File: src/rtl/i2c_pkg.sv
// i2c_pkg: shared types and constants for the I2C slave receiver (state encoding, bit-counter width, ACK level)
package i2c_pkg;
    typedef enum logic [2:0] {IDLE, ADDR, ADDR_ACK, DATA, DATA_ACK, IGNORE} state_t;
    localparam int CNT_W = 3;
    localparam logic ACK_LVL = 1'b0;
endpackage

File: src/rtl/i2c_in_filter.sv
// i2c_in_filter: 2-flop synchroniser for one bus line plus optional glitch filter (I2C_GLITCH_FILTER_EN)
// Ports: clk, rst_n (async active-low), line_i (raw line level), line_o (synchronised, optionally filtered level).
// With I2C_GLITCH_FILTER_EN defined the output only follows FILT_LEN (>= 2) consecutive equal samples.
module i2c_in_filter #(
    parameter int FILT_LEN = 3
) (
    input  logic clk,
    input  logic rst_n,
    input  logic line_i,
    output logic line_o
);
`ifdef I2C_GLITCH_FILTER_EN
    localparam int FL = FILT_LEN;
`else
    localparam int FL = FILT_LEN * 0;
`endif
    logic [1:0] sync_q;
    always_ff @(posedge clk or negedge rst_n) begin
        if (!rst_n) sync_q <= 2'b11;
        else sync_q <= {sync_q[0], line_i};
    end
    if (FL > 1) begin : g_filt
        logic [FL-2:0] hist_q;
        logic [FL-1:0] win;
        logic out_q;
        assign win = {hist_q, sync_q[1]};
        always_ff @(posedge clk or negedge rst_n) begin
            if (!rst_n) begin
                hist_q <= '1;
                out_q  <= 1'b1;
            end else begin
                hist_q <= win[FL-2:0];
                out_q  <= &win ? 1'b1 : ~|win ? 1'b0 : out_q;
            end
        end
        assign line_o = out_q;
    end else begin : g_bypass
        assign line_o = sync_q[1];
    end
endmodule

File: src/rtl/i2c_slave_rx.sv
// i2c_slave_rx: write-only I2C slave receiver; ACKs its address and every data byte, strobes received bytes
// Ports: clk, rst_n (async active-low), scl_in/sda_in (bus levels), sda_oe (1 = pull SDA low),
// data_out (last byte), data_valid (1-clk strobe), busy (not IDLE), addr_hit (address ACKed, until STOP).
// Optional macro I2C_GLITCH_FILTER_EN enables the input glitch filters.
module i2c_slave_rx
    import i2c_pkg::*;
#(
    parameter logic [6:0] SLAVE_ADDR = 7'h50,
    parameter int         FILT_LEN   = 3
) (
    input  logic       clk,
    input  logic       rst_n,
    input  logic       scl_in,
    input  logic       sda_in,
    output logic       sda_oe,
    output logic [7:0] data_out,
    output logic       data_valid,
    output logic       busy,
    output logic       addr_hit
);
    logic scl_s, sda_s, scl_p_q, sda_p_q;
    logic start, stop, rise, fall, last;
    state_t state_q;
    logic [7:0] shift_q, shift_d, data_out_q;
    logic [CNT_W-1:0] cnt_q;
    logic done_q, sda_oe_q, data_valid_q, busy_q, addr_hit_q;

    i2c_in_filter #(.FILT_LEN(FILT_LEN)) u_scl (.clk(clk), .rst_n(rst_n), .line_i(scl_in), .line_o(scl_s));
    i2c_in_filter #(.FILT_LEN(FILT_LEN)) u_sda (.clk(clk), .rst_n(rst_n), .line_i(sda_in), .line_o(sda_s));

    // SCL must be high in both samples so an SDA change next to an SCL edge is not taken as START/STOP
    assign start   = scl_s & scl_p_q & sda_p_q & ~sda_s;
    assign stop    = scl_s & scl_p_q & ~sda_p_q & sda_s;
    assign rise    = scl_s & ~scl_p_q;
    assign fall    = ~scl_s & scl_p_q;
    assign last    = &cnt_q;
    assign shift_d = {shift_q[6:0], sda_s};

    // done_q marks that the 8th bit was sampled and the ACK decision waits for the next SCL fall
    always_ff @(posedge clk or negedge rst_n) begin
        if (!rst_n) begin
            scl_p_q      <= 1'b1;
            sda_p_q      <= 1'b1;
            state_q      <= IDLE;
            shift_q      <= '0;
            cnt_q        <= '0;
            done_q       <= 1'b0;
            sda_oe_q     <= 1'b0;
            data_out_q   <= '0;
            data_valid_q <= 1'b0;
            busy_q       <= 1'b0;
            addr_hit_q   <= 1'b0;
        end else begin
            scl_p_q      <= scl_s;
            sda_p_q      <= sda_s;
            data_valid_q <= 1'b0;
            if (start) begin
                state_q  <= ADDR;
                cnt_q    <= '0;
                done_q   <= 1'b0;
                sda_oe_q <= 1'b0;
                busy_q   <= 1'b1;
            end else if (stop) begin
                state_q    <= IDLE;
                cnt_q      <= '0;
                done_q     <= 1'b0;
                sda_oe_q   <= 1'b0;
                busy_q     <= 1'b0;
                addr_hit_q <= 1'b0;
            end else begin
                case (state_q)
                    ADDR, DATA: begin
                        if (rise && !done_q) begin
                            shift_q <= shift_d;
                            cnt_q   <= cnt_q + 1'b1;
                            if (last) begin
                                done_q <= 1'b1;
                                if (state_q == DATA) begin
                                    data_out_q   <= shift_d;
                                    data_valid_q <= 1'b1;
                                end
                            end
                        end else if (fall && done_q) begin
                            done_q <= 1'b0;
                            if (state_q == DATA || (shift_q[7:1] == SLAVE_ADDR && !shift_q[0])) begin
                                state_q  <= (state_q == DATA) ? DATA_ACK : ADDR_ACK;
                                sda_oe_q <= 1'b1;
                            end else begin
                                state_q <= IGNORE;
                            end
                        end
                    end
                    ADDR_ACK, DATA_ACK: begin
                        if (fall) begin
                            sda_oe_q   <= 1'b0;
                            addr_hit_q <= 1'b1;
                            state_q    <= DATA;
                        end
                    end
                    default: ;
                endcase
            end
        end
    end

    assign sda_oe     = sda_oe_q;
    assign data_out   = data_out_q;
    assign data_valid = data_valid_q;
    assign busy       = busy_q;
    assign addr_hit   = addr_hit_q;
endmodule

File: config.mk
export PLATFORM = sky130hd
export DESIGN_NAME = i2c_slave_rx
export DESIGN_NICKNAME = d
export VERILOG_FILES = /design/src/rtl/i2c_pkg.sv /design/src/rtl/i2c_in_filter.sv /design/src/rtl/i2c_slave_rx.sv
export SDC_FILE = /design/constraint.sdc
export NUM_CORES = 1
export LEC_CHECK = 0
export BUFFER_PORTS_ARGS = -buffer_cell sky130_fd_sc_hd__buf_2
export CAP_MARGIN = 15
export CORE_AREA = 2 2 54 56
export DETAILED_ROUTE_END_ITERATION = 10
export DIE_AREA = 0 0 56 58
export PLACE_DENSITY = 0.74
export SLEW_MARGIN = 10
export SYNTH_ARGS = -nofsm -noshare
export SYNTH_HDL_FRONTEND = slang
export SYNTH_SLANG_ARGS = --single-unit
export TNS_END_PERCENT = 100
File: constraint.sdc
create_clock -name clk -period 2.39 [get_ports clk]
set_clock_uncertainty 0.1 [all_clocks]
set_input_delay 0.1195 -clock clk [delete_from_list [all_inputs] [get_ports clk]]
set_output_delay 0.1195 -clock clk [all_outputs]
set_load 0.03 [all_outputs]
# Word level (Yosys, flattened, before mapping)
# Index checks and enable logic that the tools add are counted.
[word_totals] reg_bits=33 latchBits=0 mem_bits_rw=0 romBits=0 input_bits=4 output_inout_bits=12 wordCells=96 n_memories=0
[op_classes] add_sub_neg=1 n_mul=0 n_div=0 order_cmp=0 n_eq_ne=10 shifts=0 mux=36 bitwise=13 n_reduce_logical=23
[op_table] operator="3-bit 2-to-1 mux" count=11
[op_table] operator="1-bit 2-to-1 mux" count=23
[op_table] operator="4-bit inequality test, second input constant" count=5
[op_table] operator="3-bit AND reduction" count=3
[op_table] operator="4-bit AND reduction" count=2
[op_table] operator="8-bit AND reduction" count=1
[op_table] operator="4-bit nonzero test" count=2
[op_table] operator="1-bit AND" count=7
[op_table] operator="7-bit equality test, second input constant" count=1
[op_table] operator="3-bit by 2-bit equality test with 1-bit output, second input constant" count=2
[op_table] operator="1-bit NOT" count=6
[op_table] operator="3-bit one-hot mux with 2 select lines" count=1
[op_table] operator="2-bit nonzero test" count=3
[op_table] operator="3-bit nonzero test" count=2
[op_table] operator="5-bit AND reduction" count=1
[op_table] operator="2-bit OR reduction" count=2
[op_table] operator="3-bit by 1-bit adder with 3-bit output, second input constant" count=1
[op_table] operator="3-bit by 1-bit equality test with 1-bit output, second input constant" count=1
[op_table] operator="3-bit equality test, second input constant" count=1
[op_table] operator="1-bit logical AND" count=3
[op_table] operator="1-bit zero test" count=2
[op_table] operator="1-bit one-hot mux with 2 select lines" count=1
[op_table] operator="2-bit AND reduction" count=1
[op_table] operator="1-bit logical OR" count=1

# Depth between registers and ports, before layout
# Gate-level depths: netlist (run 1).
[depth] ltp_word=9 ltp_mapped=6 ltp_nobuf=5

# By module
# A second synthesis (run 1) with hierarchy kept.
[hier_totals] cells_unflattened=128 area_unflattened_um2=1441.4
[by_module_without_submodules] mod="i2c_slave_rx" instances=1 cells_per_inst=124 area_each_um2=1336.3 seq_area_each_um2=728.2
[by_module_without_submodules] mod="i2c_in_filter" instances=2 cells_per_inst=2 area_each_um2=52.6 seq_area_each_um2=52.6

# Least setup slack after synthesis (run 1)
# Ideal clock, no wire load.
[synth_path] path_kind="register to register" from="register u_scl.sync_q[1]" to="register data_out_q[0] (netlist: data_out[0])" setup_ns=0.125 arrival_time_ns=1.716 required_ns=2.165 slack_ns=0.450 stages_incl_launch_ff=5 n_path_buf=1 period_less_slack_ns=1.940 cell_sequence="dfstp_2 > clkbuf_1 > nand3b_4 > nor4_4 > mux2_2"
[synth_via] elab_chain_len=5 elab_cells_between_ends=10 cone_classes="bitwise (8); reduce/logical (2)"
[synth_lines] element="start, declared" line_no="i2c_in_filter.sv:17" text="logic [1:0] sync_q;"
[synth_lines] element="start signal, assigned" line_no="i2c_in_filter.sv:20" text="else sync_q <= {sync_q[0], line_i};"
[synth_lines] element="1-bit AND" line_no="i2c_slave_rx.sv:32, i2c_slave_rx.sv:33"
[synth_lines] element="1-bit AND (on tied branches) (2 in series)" line_no="i2c_slave_rx.sv:33, i2c_slave_rx.sv:32"
[synth_lines] element="1-bit NOT (no source line)"
[synth_lines] element="8-bit AND reduction (no source line) *"
[synth_lines] element="end signal, assigned" line_no="i2c_slave_rx.sv:79" text="data_out_q <= shift_d;"
[synth_lines] element="end, declared" line_no="i2c_slave_rx.sv:24" text="logic [7:0] shift_q, shift_d, data_out_q;"
# Mark *: on every way between the ends. The rest lies on a longest branch, timed or not.
# A chain may end at the register's enable or synchronous reset.

# Worst setup path after layout (run 1)
[layout_path] from="register state_q[2]" to="register data_out_q[6] (netlist: data_out[6])"
[layout_via] elab_chain_len=3 elab_cells_between_ends=4 cone_classes="eq/ne (2); reduce/logical (2)"
[layout_lines] element="start, declared" line_no="i2c_slave_rx.sv:23" text="state_t state_q;"
[layout_lines] element="start signal, assigned" line_no="i2c_slave_rx.sv:86" text="state_q <= (state_q == DATA) ? DATA_ACK : ADDR_ACK;"
[layout_lines] element="3-bit by 2-bit equality test with 1-bit output or 3-bit by 1-bit equality test with 1-bit output (tied branches)" line_no="i2c_slave_rx.sv:71, i2c_slave_rx.sv:78"
[layout_lines] element="2-bit OR reduction" line_no="i2c_slave_rx.sv:71" text="case (state_q)"
[layout_lines] element="8-bit AND reduction (no source line) *"
# Marks and branches as above.

==> metrics.md, run 1 <==
| Metric | Value |
|---|---|
| Final instance area | ~1600 um^2 |
| 1st-iter DRT viols | 17 |
| Number of setup violations in the final report | 0 |
| #FFs+latches synth | 33 |
| Crit path capture type | flip-flop |
| Die H | around 58 um |
| FILL cells | 220 |
| Hold_ws | 259 ps |
| R2R cell count | 5 |
| Startpoint Class | flip-flop |
| Vias | 1032 |
| TritonCTS clock tree | yes |
| Root Driver | clkbuf_4 |
| Port-buffer cells | 15 |
| Flop2flop setup slack | approximately 270 ps |
| Tot GR Track Use | 0.182 |
| Max-slew headroom | 0.536 |
| Asr flop ratio synth | 1.00 |
| Syn avg cell area | approximately 11 um^2 |
| Gpl congestion | 0.806 |
| Synth Instances | approximately 130 |
| Commonest non-fill, non-tap cell in the layout | nand2_1 |
| Sequential fraction of the synthesis area | 0.586 |
| TritonCTS Buffers | 5 |
| Cell Area, Synth | 1420 um^2 |
| Area occupied by multi-input gates | 563 um^2 |
| Hold path startpoint | u_scl.sync_q[0]$_DFF_PN1_ |
| PwrDens | 769 nW/um^2 |
| Setup tns final | 0 ps |
| Routed WL | 2610 um |
| Final ANT Viol Nets | 0 |
| Endpoints failing hold | 0 |
| Num ports | 16 |
| Reg2reg start | state_q[2]$_DFFE_PN0P_ |
| Count of final max-slew check failures | 0 |
| Reg clk slew, reported paths | between 100 and 150 ps |
| Syn Nets | 134 |
| Die ar. | 3250 um^2 |
| Crit Path Max Fanout | 10 |
| Grt ovf | 0 |
| Drc violations | 0 |
| CP Class | reg2reg |
| Largest net degree at the start of global routing | 34 |
| Placeable Area | ~2700 um^2 |
| Storage element area | 833 um^2 |
| Min-Delay Path Class | reg2reg |
| First-pass GRT wire length | 4470 um |
| Min-Delay Endpoint | u_scl.sync_q[1]$_DFF_PN1_ |
| Worst skew pair latency | 330 ps |
| Layout cells sized above 1 | 0.283 |
| Initial antenna violation count | 0 |
| Placed inst area | 1530 um^2 |
| Drt wl/cell | 14.3 um |
| Total power | 1.24 mW |
| Max cap viols | 0 |
| Initial Utilization | 0.534 |
| Floorplan row count | 19 |
| Achievable Freq | 471 MHz |
| Area Growth Syn to Fin | 13.6% |
| VDD IR-drop max | 578 uV |
| LEAKAGE | 0.835 nW |
| DR vias/cell | 5.64 |
| Ant. Diodes | 0 |
| Part of the cycle the worst path needs | 0.888 |
| Most frequent cells in the layout | nand2_1 (31), dfrtp_1 (27), buf_2 (15) |
| Status | finished, final reports clean |
| Ys flop type | dfrtp_1 |
| CP arrival | 2240 ps |
| Hpwl dp | 1900 um |
| Slew @ Worst Pin | 696 ps |
| R2R Path End | data_out[6]$_DFFE_PN0P_ |
| Post-layout min period | around 2100 ps |
| Yosys Warn Count | 0 |
| Post-synthesis cell type count | 31 |
| Chip Width | 56 um |
| Post-synth EDFFs | 0 |
| Worst-case clock buffer depth | 2 |
| CTS H-Tree Depth | 2 |
| Final net count | 157 |
| Vias in the first global route | 1013 |
| Sink Count | 33 |
| RSZ-0062 raised after global routing | no |
| Drt first pass iters | 4 |
| Hold path cells | 0 |
| CP required | 2510 ps |
-- how the worst max path moves through the flow --
stage / to / slack [ps] / start
3_3_place_gp: data_out[3]$_DFFE_PN0P_ / 340 / state_q[2]$_DFFE_PN0P_
4_1_cts: data_out[6]$_DFFE_PN0P_ / 240 / state_q[2]$_DFFE_PN0P_
3_5_place_dp: data_out[6]$_DFFE_PN0P_ / 270 / state_q[2]$_DFFE_PN0P_
5_1_grt: data_out[6]$_DFFE_PN0P_ / 120 / state_q[2]$_DFFE_PN0P_
2_1_floorplan: data_out[0]$_DFFE_PN0P_ / 450 / u_scl.sync_q[1]$_DFF_PN1_
6_report: data_out[6]$_DFFE_PN0P_ / 270 / state_q[2]$_DFFE_PN0P_
-- synth_stat cells, types with 3 or more instances --
cell type,number,area (um^2)
dfrtp_1,27,676
a21oi_1,7,35.0
nand3_1,3,15.0
nand2_1,31,116
mux2_2,8,90.1
o21ai_0,3,15.0
nor2_1,11,41.3
o22ai_1,3,18.8
dfstp_2,6,158
-- sequential cells by signal (all words and copies together) (netlist names) --
register	cells
shift_q	8
data_valid	1
scl_p_q	1
done_q	1
state_q	3
u_sda.sync_q	2
busy	1
u_scl.sync_q	2
data_out	8
sda_oe	1
cnt_q	3
addr_hit	1
sda_p_q	1
-- cells by family (layout without fill, tap and decap cells) --
logic type                 Yosys count  in the layout  synth area share
and+or+nand+nor                     57             57             0.212
DFF                                 33             33             0.586
AOI/OAI and AO/OA                   20             20            0.0907
muxes                                8              8            0.0634
buffers and inverters                6             30            0.0176
adders and majority gates            2              2            0.0176
xor gates and xnor gates             2              2            0.0123
-- where the power goes --
| group | total (mW) | internal (mW) | switching (mW) |
|---|---|---|---|
| clock | 0.290 | 0.112 | 0.179 |
| sequential | 0.735 | 0.645 | 0.0902 |
| combinational | 0.215 | 0.0964 | 0.119 |
-- cell type report --
cell class | instances | area share
Timing Repair Buffer | 20 | 0.0744
Tap cell | 31 | 0.0240
Clock buffer | 6 | 0.0256
Sequential cell | 33 | 0.516
Clock inverter | 2 | 0.00620
Multi-Input combinational cell | 89 | 0.349
Inverter | 2 | 0.00465
-- routing by layer --
layer / routed length [um] / part of all wire / track usage
met1: 1180 / 0.45 / 0.221
met3: 104 / 0.040 / 0.0469
met5: 0 / 0 / 0
met4: 34 / 0.013 / 0.0952
met2: 1290 / 0.50 / 0.301
-- critical path, stage by stage, from the launching register on --
cell	delay, ps
dfrtp_1	470
nand2b_4	220
nor2_4	130
nand3b_4	150
nor4_4	530
mux2_2	400
-- per-stage QoR --
| stage | worst slack (ps) | util | std cells |
|---|---|---|---|
| CTS | 241 | 0.606 | 183 |
| global route | 115 | 0.606 | 183 |
| detailed placement | 273 | 0.576 | 172 |
| global placement | 337 | 0.576 | 172 |
| floorplan | 450 | - | 128 |
| finish | 267 | 0.606 | 183 |
-- what timing repair did --
action,CTS,global route
hold endpoints to repair,29,0
hold buffers,3,0
setup buffers,0,0
resized for setup,0,0
(Power assumes the default switching activity.)
==> run 2, diff against run 1 <==
==> constraint.sdc (replaced) <==
create_clock -name clk -period 2.29 [get_ports clk]
set_clock_uncertainty 0.1 [all_clocks]
set_input_delay 0.1145 -clock clk [delete_from_list [all_inputs] [get_ports clk]]
set_output_delay 0.1145 -clock clk [all_outputs]
set_load 0.03 [all_outputs]
==> metrics.md, run 2 (synthesis results as in run 1) <==
| Metric | Value |
|---|---|
| Routed WL | 2610 um (unchanged) |
| Drt wl/cell | 14.3 um (unchanged) |
| Tot GR Track Use | 0.180 (-0.00145) |
| Post-cts sizing count | 0 (unchanged) |
| Area Growth Syn to Fin | 13.6% (unchanged) |
| R2R cell count | 5 (unchanged) |
| Endpoints failing hold | 0 (unchanged) |
| RSZ-0062 raised after global routing | no |
| TritonCTS Buffers | 5 (unchanged) |
| Ant. Diodes | 0 (unchanged) |
| R2R Path End | state_q[2]$_DFFE_PN0P_ |
| Crit path from | scl_p_q$_DFF_PN1_ |
| Count of final max-slew check failures | 0 (unchanged) |
| LEAKAGE | 0.835 nW (about the same) |
| Hold_ws | 257 ps (-1.80 ps) |
| 1st-iter DRT viols | 27 (+10) |
| Final net count | 157 (unchanged) |
| Core Util, Final | 0.606 (unchanged) |
| Total power | 1.30 mW (+4.4%) |
| Most frequent cells in the layout | nand2_1 (31), dfrtp_1 (27), buf_2 (15) |
| Final ANT Viol Nets | 0 (unchanged) |
| FILL cells | 223 (+1.4%) |
| Num ports | 16 (unchanged) |
| Hpwl dp | 1780 um (-6.2%) |
| Grt ovf | 0 (unchanged) |
| Layout Cells excl Fill | 183 (unchanged) |
| Vias in the first global route | 983 (-3.0%) |
| Dpl cells | 172 (unchanged) |
| Max-slew headroom | 0.530 (-0.00571) |
| Crit Path Max Fanout | 9 (-1) |
| Flop2flop setup slack | 230 ps (-40 ps) |
| Startpoint Class | flip-flop |
| CP Class | reg2reg |
| Drt first pass iters | 4 (unchanged) |
| Initial antenna violation count | 0 (unchanged) |
| Die ar. | 3250 um^2 (unchanged) |
| Crit path to | state_q[2]$_DFFE_PN0P_ |
| Number of setup violations in the final report | 0 (unchanged) |
| Chip Width | 56 um (unchanged) |
| VDD IR-drop max | 608 uV (+5.4%) |
| Worst-case clock buffer depth | 2 (unchanged) |
| First-pass GRT wire length | 4420 um (-1.1%) |
| Slew @ Worst Pin | 705 ps (+8.56 ps) |
| Max cap viols | 0 (unchanged) |
| Crit path capture type | flip-flop |
| Min-Delay Path Class | in2async |
| Status | finished, final reports clean |
| Layout cells sized above 1 | 0.283 (unchanged) |
| Post-layout min period | 2060 ps (-61.1 ps) |
| Worst skew pair latency | 340 ps (about the same) |
| CTS H-Tree Depth | 2 (unchanged) |
| DR vias/cell | 5.63 (about the same) |
| Part of the cycle the worst path needs | 0.900 (+0.0121) |
| Final instance area | 1610 um^2 (unchanged) |
| Root Driver | clkbuf_4 |
| CP required | 2420 ps (-90 ps) |
| Sink Count | 33 (unchanged) |
| Drc violations | 0 (unchanged) |
| Worst slack at placement | 253 ps (-20.0 ps) |
| Gpl congestion | 0.772 (-4.2%) |
| TritonCTS clock tree | yes |
| Commonest non-fill, non-tap cell in the layout | nand2_1 |
| Final WS setup | 229 ps (-38.9 ps) |
| Reg clk slew, reported paths | 100 ps (about the same) |
| Floorplan row count | 19 (unchanged) |
| Die H | 58 um (unchanged) |
| Vias | 1031 (-0.097%) |
| Initial Utilization | 0.534 (unchanged) |
| CP arrival | 2190 ps (-50 ps) |
| Placed inst area | 1530 um^2 (unchanged) |
| Largest net degree at the start of global routing | 34 (unchanged) |
| Setup tns final | 0 ps (unchanged) |
| Achievable Freq | 485 MHz (+3.0%) |
| Placeable Area | 2660 um^2 (unchanged) |
| PwrDens | 803 nW/um^2 (+4.4%) |
| Port-buffer cells | 15 (unchanged) |
| Reg2reg start | scl_p_q$_DFF_PN1_ |
==> run 2: worst min path at each step <==
stage / slack, ps / depth (start not counted) / endpoint
6_report: 260 / 2 / shift_q[0]$_DFFE_PN0P_
5_1_grt: 270 / 0 / u_sda.sync_q[1]$_DFF_PN1_
4_1_cts: 270 / 2 / state_q[0]$_DFFE_PN0P_
3_5_place_dp: 110 / 1 / done_q$_DFFE_PN0P_
3_3_place_gp: 100 / 1 / data_valid$_DFF_PN0_
2_1_floorplan: -280 / 0 / addr_hit$_DFFE_PN0P_
==> run 2: final cells by class <==
class	count	area, um^2	area share
multi-input cells	89	563	0.349
inverters	2	7.51	0.00465
well taps	31	38.8	0.0240
flip-flops and latches	33	833	0.516
clock inverters	2	10.0	0.00620
clock buffers	6	41.3	0.0256
repair buffers	20	120	0.0744
==> run 2: critical path, cell delays in order, from the launching register on <==
cell	delay, ps
dfstp_2	630
or3b_2	450
o22ai_1	410
a21oi_1	140
a21oi_1	170
a21oi_1	50
==> run 2: metal layers <==
metal	vias to the layer above	share of wire	track usage
li1	488	-	-
met1	514	0.46	0.220
met2	21	0.48	0.282
met3	8	0.044	0.0692
met4	0	0.022	0.0918
met5	-	0	0
==> run 2: power breakdown <==
part	total, mW	internal (mW)	switching (mW)
combinational	0.217	0.0979	0.119
sequential	0.770	0.673	0.0971
clock	0.308	0.117	0.192
==> run 2: timing repair <==
| item | CTS | global route |
|---|---|---|
| hold buffers | 3 | 0 |
| hold endpoints to repair | 29 | 0 |
| setup buffers | 0 | 0 |
